$ cat src/rtl/controller_poller.sv
// Polls NES/SNES-style serial game controllers in parallel: latch, shift out
// each controller's bits, then publish button state with press/release edge pulses.
module controller_poller #(
    parameter int NUM_CONTROLLERS     = 2,
    parameter int BITS_PER_CONTROLLER = 8,
    parameter int CLK_DIV             = 4,
    parameter int AUTO_POLL_CYCLES    = 16384
) (
    input  logic                                          clk,
    input  logic                                          rst,
    input  logic                                          start_fetch_i,
    input  logic                                          auto_poll_en_i,
    input  logic [NUM_CONTROLLERS-1:0]                    serial_LIST_ni,
    output logic                                          latch_o,
    output logic                                          ctrl_clk_o,
    output logic                                          busy_o,
    output logic                                          valid_o,
    output logic [BITS_PER_CONTROLLER*NUM_CONTROLLERS-1:0] data_LIST_o,
    output logic [BITS_PER_CONTROLLER*NUM_CONTROLLERS-1:0] pressed_LIST_o,
    output logic [BITS_PER_CONTROLLER*NUM_CONTROLLERS-1:0] released_LIST_o
);

    localparam int B     = BITS_PER_CONTROLLER;
    localparam int W     = BITS_PER_CONTROLLER * NUM_CONTROLLERS;
    localparam int DIV_W = $clog2(CLK_DIV);
    localparam int CNT_W = $clog2(BITS_PER_CONTROLLER + 1);
    localparam int TMR_W = $clog2(AUTO_POLL_CYCLES);

    localparam logic [1:0] IDLE      = 2'd0;
    localparam logic [1:0] LATCH     = 2'd1;
    localparam logic [1:0] READ_LOW  = 2'd2;
    localparam logic [1:0] READ_HIGH = 2'd3;

    logic [1:0]                 state_q, state_d;
    logic [DIV_W-1:0]           div_q, div_d;
    logic                       latch_half_q, latch_half_d;
    logic [CNT_W-1:0]           bit_cnt_q, bit_cnt_d;
    logic [TMR_W-1:0]           timer_q, timer_d;
    logic [NUM_CONTROLLERS-1:0] sync1_q, sync1_d, sync2_q, sync2_d;
    logic [W-1:0]               shift_q, shift_d;
    logic [W-1:0]               data_q, data_d;
    logic [W-1:0]               pressed_q, pressed_d;
    logic [W-1:0]               released_q, released_d;
    logic                       valid_q, valid_d;
    logic                       tick, timer_wrap, poll_req;
    logic [B:0]                 ext;

    always_comb begin
        tick       = (div_q == DIV_W'(CLK_DIV - 1));
        timer_wrap = auto_poll_en_i && (timer_q == TMR_W'(AUTO_POLL_CYCLES - 1));
        poll_req   = start_fetch_i || timer_wrap;

        if (!auto_poll_en_i || timer_wrap)
            timer_d = '0;
        else
            timer_d = timer_q + TMR_W'(1);

        // Divider only runs during a poll so every poll starts phase-aligned.
        if (state_q == IDLE || tick)
            div_d = '0;
        else
            div_d = div_q + DIV_W'(1);

        sync1_d      = serial_LIST_ni;
        sync2_d      = sync1_q;
        state_d      = state_q;
        latch_half_d = latch_half_q;
        bit_cnt_d    = bit_cnt_q;
        shift_d      = shift_q;
        data_d       = data_q;
        pressed_d    = '0;
        released_d   = '0;
        valid_d      = 1'b0;
        ext          = '0;

        case (state_q)
            IDLE: begin
                if (poll_req) begin
                    state_d      = LATCH;
                    latch_half_d = 1'b0;
                end
            end
            LATCH: begin
                if (tick) begin
                    if (latch_half_q) begin
                        state_d   = READ_LOW;
                        bit_cnt_d = CNT_W'(B);
                    end else begin
                        latch_half_d = 1'b1;
                    end
                end
            end
            READ_LOW: begin
                if (tick) begin
                    for (int c = 0; c < NUM_CONTROLLERS; c++) begin
                        ext              = {shift_q[c*B +: B], ~sync2_q[c]};
                        shift_d[c*B +: B] = ext[B-1:0];
                    end
                    bit_cnt_d = bit_cnt_q - CNT_W'(1);
                    state_d   = READ_HIGH;
                end
            end
            READ_HIGH: begin
                if (tick) begin
                    if (bit_cnt_q != '0) begin
                        state_d = READ_LOW;
                    end else begin
                        state_d    = IDLE;
                        data_d     = shift_q;
                        pressed_d  = shift_q & ~data_q;
                        released_d = ~shift_q & data_q;
                        valid_d    = 1'b1;
                    end
                end
            end
            default: state_d = IDLE;
        endcase
    end

    // Synchronizers reset to 1 so an unplugged line reads as "released".
    always_ff @(posedge clk or posedge rst) begin
        if (rst) begin
            state_q      <= IDLE;
            div_q        <= '0;
            latch_half_q <= 1'b0;
            bit_cnt_q    <= '0;
            timer_q      <= '0;
            sync1_q      <= '1;
            sync2_q      <= '1;
            shift_q      <= '0;
            data_q       <= '0;
            pressed_q    <= '0;
            released_q   <= '0;
            valid_q      <= 1'b0;
        end else begin
            state_q      <= state_d;
            div_q        <= div_d;
            latch_half_q <= latch_half_d;
            bit_cnt_q    <= bit_cnt_d;
            timer_q      <= timer_d;
            sync1_q      <= sync1_d;
            sync2_q      <= sync2_d;
            shift_q      <= shift_d;
            data_q       <= data_d;
            pressed_q    <= pressed_d;
            released_q   <= released_d;
            valid_q      <= valid_d;
        end
    end

    assign latch_o         = (state_q == LATCH);
    assign ctrl_clk_o      = (state_q != READ_LOW);
    assign busy_o          = (state_q != IDLE);
    assign valid_o         = valid_q;
    assign data_LIST_o     = data_q;
    assign pressed_LIST_o  = pressed_q;
    assign released_LIST_o = released_q;

endmodule

$ cat config.mk
export PLATFORM = sky130hd
export DESIGN_NAME = controller_poller
export DESIGN_NICKNAME = d
export VERILOG_FILES = /design/src/rtl/controller_poller.sv
export SDC_FILE = /design/constraint.sdc
export NUM_CORES = 1
export LEC_CHECK = 0
export CORE_UTILIZATION = 55
export CTS_BUF_LIST = sky130_fd_sc_hd__clkbuf_4
export DETAILED_ROUTE_END_ITERATION = 10
export PLACE_DENSITY = 0.9
export SLEW_MARGIN = 30
export SYNTH_ARGS = -nofsm -noshare
export SYNTH_HDL_FRONTEND = slang
export SYNTH_SLANG_ARGS = --single-unit
$ cat constraint.sdc
create_clock -name clk -period 3.5 [get_ports clk]
set_input_delay 0.35 -clock clk [delete_from_list [all_inputs] [get_ports clk]]
set_output_delay 0.35 -clock clk [all_outputs]
set_load 0.05 [all_outputs]
==> out/qor.txt, run 1 <==
Vias per cell: 5.42
CTS tree: yes
Syn_area_per_cell: 13.7 µm²
Clk buf depth: 2
Hold buffer count at cts: 0
WL/cell: 15.6 µm
Initial Utilization: 0.574
Asr flop ratio synth: 1.00
Multi-input logic area: 0.00121 mm²
P&R area growth vs syn: 19.7%
Crit path required time: 3150 ps
Pint: 1.31 mW
Crit path max fanout: 15
Final Critical Period: 2460 ps
Initial antenna violation count: 0
Clock Skew: 24.1 ps
DRT Wirelength: 6.34 mm
Seq/Total Area, Yosys: 0.629
Share of layout cells above drive strength 1: 0.197
Post-Syn Area: 0.00367 mm²
Top cell type's share of synthesized area: 0.601
Tightest Pin Transition: 752 ps
Slew headroom: 0.497
Top FF cell, synth: dfrtp_1
Root Driver: clkbuf_4
Hpwl dp: 4.23 mm
CTS sink count: 92
Register share of total power: 0.632
Seq cells post-synth: 92
WS Path Type: flip-flop to primary output
Setup Total Neg Slack: 0 ps
Die Y: 83.6 µm
WP buf/inv: 2
Max-cap viol count: 0
Placed insts: 391
Main area contributors after synthesis: dfrtp_1 (60%), mux2_4 (6.6%), nor3b_1 (4.7%)
Final Cycle Share: 0.704
Setup crit end kind: primary output
Yosys Warn Count: 0
CORE AREA: 0.00639 mm²
Clock insertion delay at the later pin of the skew report: 460 ps
Post-Syn Nets: 277
DRC viols: 0
CP max-delay cell: clkdlybuf4s50_1
Worst Setup Start Kind: flip-flop
Post-synth EDFFs: 0
Switching part of the total: 0.238
Mapped Cells: 268
Initial DRT Pass Iterations: 5
Sequential cell area: 0.00231 mm²
GP Congestion: 0.768
First-pass GRT wire length: 10.6 mm
GR Util All Layers: 0.196
Number of CTS-inserted buffers: 9
I/O pin total: 58
Setup repair bufs after CTS: 0
Unrepaired setup endpoints after global routing: no
Pleak: 1.94 nW
Post-route ant nets: 0
Max rail drop VDD: 0.000294 V
Largest net degree at the start of global routing: 57
H-tree depth: 3
Unique masters post-synth: 36
Total number of vias: 2207
Yosys top cell by area: dfrtp_1
Clock share of power: 0.343
Final #Nets: 334
Final setup vio count: 0
Die W: 83.6 µm
Area after DPL: 0.00425 mm²
Final Max Tran Viols: 0
Cells along the critical path: nor2_1 > inv_1 > clkdlybuf4s50_1
Crit path largest cell delay: 800 ps
Buffers added on ports: 57
CTS clk-pin slew, worst paths: 140 ps
Status: complete, no violations
Row count: 29
Gates resized, CTS repair: 0
Post-Layout Cell Count: 407
Logic pwr share: 0.026
Final Util: 0.687
N_diodes: 0
Pwr Density: 393 mW/mm²
NetSw: 0.410 mW
Fillers: 446
Starting DRT DRC Count: 155
Fmax: 0.406 GHz
WP data arrival: 2110 ps
Vias in the first global route: 2148
Die ar.: 0.00700 mm²
Hold crit path type: primary input to flip-flop
CP delay by family, top: buffers and inverters
Final hold violation count: 0
Remaining Overflow, GRT: 0
Fin area: 0.00439 mm²
[flip-flops by register name, summed over array words and instances, names as in the netlist]
signal,count
bit_cnt_q,4
data_LIST_o,16
div_q,2
latch_half_q,1
pressed_LIST_o,16
released_LIST_o,16
shift_q,16
state_q,2
sync1_q,2
sync2_q,2
timer_q,14
valid_o,1
[metrics by stage]
step / power, mW / hold slack [ps] / setup slack [ps]
2_1_floorplan: 1.13 / 345 / 765
3_3_place_gp: 1.15 / 346 / 1470
3_5_place_dp: 1.15 / 355 / 1330
4_1_cts: 1.73 / 291 / 1030
5_1_grt: 1.79 / 305 / 903
6_report: 1.72 / 296 / 1040
[worst register-to-register path, stage by stage, from the launching register on]
cell and delay, ps:
dfrtp_1 380, ha_1 290, nor2b_1 400, nand2_1 550, mux2_2 460
[cell usage after synthesis (6+ instances only)]
library cell / number
dfrtp_1: 88
nor3b_2: 10
nand3_1: 7
nor3_1: 6
mux2_2: 14
nand2_1: 12
nor3b_1: 23
inv_1: 11
nor2_1: 20
o21ai_0: 6
mux2_4: 16
xnor2_1: 9
[layout by cell type (no fill, tap or decap), drive strengths merged, types with 2 or more instances in the layout]
cell type,Yosys,routed
a21oi,4,4
a31oi,2,2
buf,9,2
clkbuf,4,9
clkdlybuf4s50,0,57
clkinv,0,3
dfrtp,88,88
dfstp,4,4
ha,3,3
inv,11,13
mux2,30,30
nand2,12,12
nand3,7,7
nor2,20,20
nor2b,2,2
nor3,6,6
nor3b,33,33
nor4,4,4
o21ai,6,6
xnor2,9,9
xor2,3,3
[kinds of logic after synthesis]
family                   Yosys count  share of synthesized area
flip-flops                        92                      0.629
AND/OR/NAND/NOR                   88                      0.150
multiplexers                      30                      0.109
buffers and inverters             24                     0.0392
AO/OA/AOI/OAI                     19                     0.0338
XOR/XNOR                          12                     0.0287
adder cells (fa/ha/maj)            3                     0.0102
[routing by layer]
metal  part of all wire  track usage
met5                  0            0
met4              0.019       0.0924
met1               0.45        0.264
met2               0.49        0.303
met3              0.043       0.0485
[path summary, 6_finish.rpt]
path | startpoint | cells past startpoint | slack [ps] | end
worst max-delay path | state_q[1]$_DFFE_PP0P_ | 3 | 1040 | busy_o
worst min-delay path | serial_LIST_ni[0] | 1 | 300 | sync1_q[0]$_DFF_PP1_
worst max register to register | div_q[0]$_DFF_PP0_ | 4 | 1310 | shift_q[1]$_DFFE_PP0P_
worst min register to register | sync1_q[1]$_DFF_PP1_ | 0 | 380 | sync2_q[1]$_DFF_PP1_
max in group asynchronous | rst | 3 | 2380 | sync1_q[0]$_DFF_PP1_
min in group asynchronous | rst | 2 | 340 | data_LIST_o[3]$_DFFE_PP0P_
[cell type report]
cell class | count | share of cell area
Inverter | 11 | 0.00998
Timing Repair Buffer | 59 | 0.133
Clock inverter | 7 | 0.0168
Multi-Input combinational cell | 152 | 0.277
Sequential cell | 92 | 0.526
Clock buffer | 9 | 0.0154
Tap cell | 77 | 0.0219
[power by group through the flow]
| stage | Combinational [mW] | Sequential [mW] | Clock [mW] |
|---|---|---|---|
| floorplan | 0.0299 | 1.10 | 0 |
| global placement | 0.0432 | 1.11 | 0 |
| detailed placement | 0.0456 | 1.11 | 0 |
| CTS | 0.0457 | 1.09 | 0.598 |
| global route | 0.0508 | 1.09 | 0.649 |
| finish | 0.0441 | 1.09 | 0.591 |
Note: power is estimated with default switching activity, not from simulation.
==> run 2: changes to the inputs <==
- CORE_UTILIZATION: 55 -> 50
- PLACE_DENSITY: 0.9 -> 0.86
- clock period: 3.5 -> 2.1 ns (I/O delays scaled with it)
==> out/qor.txt, run 2 (synthesis gave the netlist of run 1 again) <==
I/O pin total: 58 (unchanged)
P&R area growth vs syn: 21.9% (was 19.7%)
Cells along the critical path: inv_1 > ha_1 > nand2_1 > or4_4 > buf_12 > mux2_4 (was nor2_1 > inv_1 > clkdlybuf4s50_1)
Max rail drop VDD: 0.000344 V (was 0.000294 V)
DRT Wirelength: 5.93 mm (was 6.34 mm)
DRC viols: 0 (unchanged)
Hold crit path type: primary input to asynchronous set/reset pin (was primary input to flip-flop)
Crit path max fanout: 43 (was 15)
Final hold violation count: 0 (unchanged)
Initial antenna violation count: 0 (unchanged)
Root Driver: clkbuf_4 (unchanged)
Sequential cell area: 0.00231 mm² (unchanged)
Tightest Pin Transition: 546 ps (was 752 ps)
Total number of vias: 2177 (was 2207)
Post-route ant nets: 0 (unchanged)
Hpwl dp: 4.16 mm (was 4.23 mm)
Die Y: 87.6 µm (was 83.6 µm)
Depth of the worst register-to-register path: 6 (was 4)
CP max-delay cell: or4_4 (was clkdlybuf4s50_1)
Share of layout cells above drive strength 1: 0.209 (was 0.197)
Total Power: 2.81 mW (was 1.72 mW)
GP Congestion: 0.863 (was 0.768)
CP delay by family, top: simple AND/OR/NAND/NOR gates (was buffers and inverters)
N_diodes: 0 (unchanged)
Buffers added on ports: 57 (unchanged)
Most frequent cells in the layout: dfrtp_1 (88), clkdlybuf4s50_1 (54), nor3b_1 (23) (was dfrtp_1 (88), clkdlybuf4s50_1 (57), nor3b_1 (23))
Die W: 87.6 µm (was 83.6 µm)
Initial Utilization: 0.528 (was 0.574)
Worst Setup Start Kind: flip-flop (unchanged)
First-pass GRT wire length: 10.2 mm (was 10.6 mm)
Setup crit end kind: flip-flop (was primary output)
WP data arrival: 2240 ps (was 2110 ps)
CORE AREA: 0.00694 mm² (was 0.00639 mm²)
Unrepaired setup endpoints after global routing: no (unchanged)
Vias per cell: 5.05 (was 5.42)
Remaining Overflow, GRT: 0 (unchanged)
Starting DRT DRC Count: 90 (was 155)
Final setup margin: 188 ps (was 1040 ps)
CTS clk-pin slew, worst paths: 130 ps (was 140 ps)
Slew headroom: 0.635 (was 0.497)
Vias in the first global route: 2211 (was 2148)
Final #Nets: 340 (was 334)
WP buf/inv: 2 (unchanged)
CTS sink count: 92 (unchanged)
Pleak: 1.98 nW (was 1.94 nW)
Area after DPL: 0.00434 mm² (was 0.00425 mm²)
Number of CTS-inserted buffers: 9 (unchanged)
Fin area: 0.00447 mm² (was 0.00439 mm²)
WS Path Type: flip-flop to flip-flop (was flip-flop to primary output)
DP Worst Slack: 213 ps (was 1330 ps)
WL/cell: 13.8 µm (was 15.6 µm)
CTS tree: yes (unchanged)
Crit path required time: 2420 ps (was 3150 ps)
Max-cap viol count: 0 (unchanged)
Clock Skew: 16.6 ps (was 24.1 ps)
Pwr Density: 629 mW/mm² (was 393 mW/mm²)
Clock insertion delay at the later pin of the skew report: 430 ps (was 460 ps)
GR Util All Layers: 0.176 (was 0.196)
Die ar.: 0.00768 mm² (was 0.00700 mm²)
Placed insts: 416 (was 391)
Most common cell after layout, fill and taps aside: dfrtp_1 (unchanged)
Setup repair bufs after CTS: 0 (unchanged)
Fillers: 541 (was 446)
Status: complete, no violations (unchanged)
Final Max Tran Viols: 0 (unchanged)
Largest net degree at the start of global routing: 57 (unchanged)
H-tree depth: 3 (unchanged)
Multi-input logic area: 0.00121 mm² (unchanged)
Post-Layout Cell Count: 431 (was 407)
CP Depth: 6 (was 3)
Clk buf depth: 2 (unchanged)
Final setup vio count: 0 (unchanged)
Crit path largest cell delay: 510 ps (was 800 ps)
Row count: 30 (was 29)
Fmax: 0.523 GHz
Final Critical Period: 1910 ps
Final Cycle Share: 0.911
Initial DRT Pass Iterations: 4 (was 5)
Setup Total Neg Slack: 0 ps (unchanged)
[run 2: cell count changes in the layout (fill, tap and decap cells not counted), sizes merged]
cell | previous run | this run
clkdlybuf4s50 | 57 | 54
buf | 2 | 9
dlygate4sd2 | 0 | 2
clkinv | 3 | 4
inv | 13 | 11
[run 2: layout make-up]
| type | instances | area share |
|---|---|---|
| multi-input cells | 152 | 0.272 |
| well taps | 96 | 0.0269 |
| clock inverters | 6 | 0.0146 |
| clock buffers | 9 | 0.0151 |
| flip-flops and latches | 92 | 0.516 |
| inverters | 11 | 0.0101 |
| repair buffers | 65 | 0.146 |
[run 2: timing repair]
item	CTS	global route
hold buffers	0	0
endpoints found under the hold margin	0	0
endpoints found under the setup margin	2	0
resized for setup	2	0
[run 2: final timing paths]
check	start	to	slack, ps
setup / recovery	bit_cnt_q[1]$_DFFE_PP0P_	data_LIST_o[8]$_DFFE_PP0P_	190
hold / removal	rst	timer_q[9]$_DFF_PP0_	90
setup reg to reg	bit_cnt_q[1]$_DFFE_PP0P_	data_LIST_o[8]$_DFFE_PP0P_	190
hold reg to reg	sync1_q[0]$_DFF_PP1_	sync2_q[0]$_DFF_PP1_	370
max in group asynchronous	rst	sync2_q[1]$_DFF_PP1_	1370
min in group clk	serial_LIST_ni[0]	sync1_q[0]$_DFF_PP1_	160
[run 2: metrics by stage]
step	utilization	hold WS, ps
4_1_cts	0.644	97.6
6_report	0.644	91.5
2_1_floorplan	-	214
3_5_place_dp	0.625	348
3_3_place_gp	0.625	346
5_1_grt	0.644	97.9
[run 2: layer usage]
metal,share of wire,vias to the layer above,track usage
met5,0,-,0
met4,0.017,0,0.0805
met3,0.043,12,0.0471
met2,0.49,61,0.280
met1,0.45,1058,0.229
li1,-,1046,-
[run 2: power breakdown]
group | leakage (nW) | internal (mW) | switching [mW]
Sequential | 1.22 | 1.79 | 0.0187
Clock | 0.0738 | 0.359 | 0.567
Combinational | 0.689 | 0.0291 | 0.0463
==> run 3: changes to the inputs <==
- HOLD_SLACK_MARGIN: not set -> 0.05
==> results of run 3 <==
No change in the layout: final DEF, timing and power equal those of run 2.
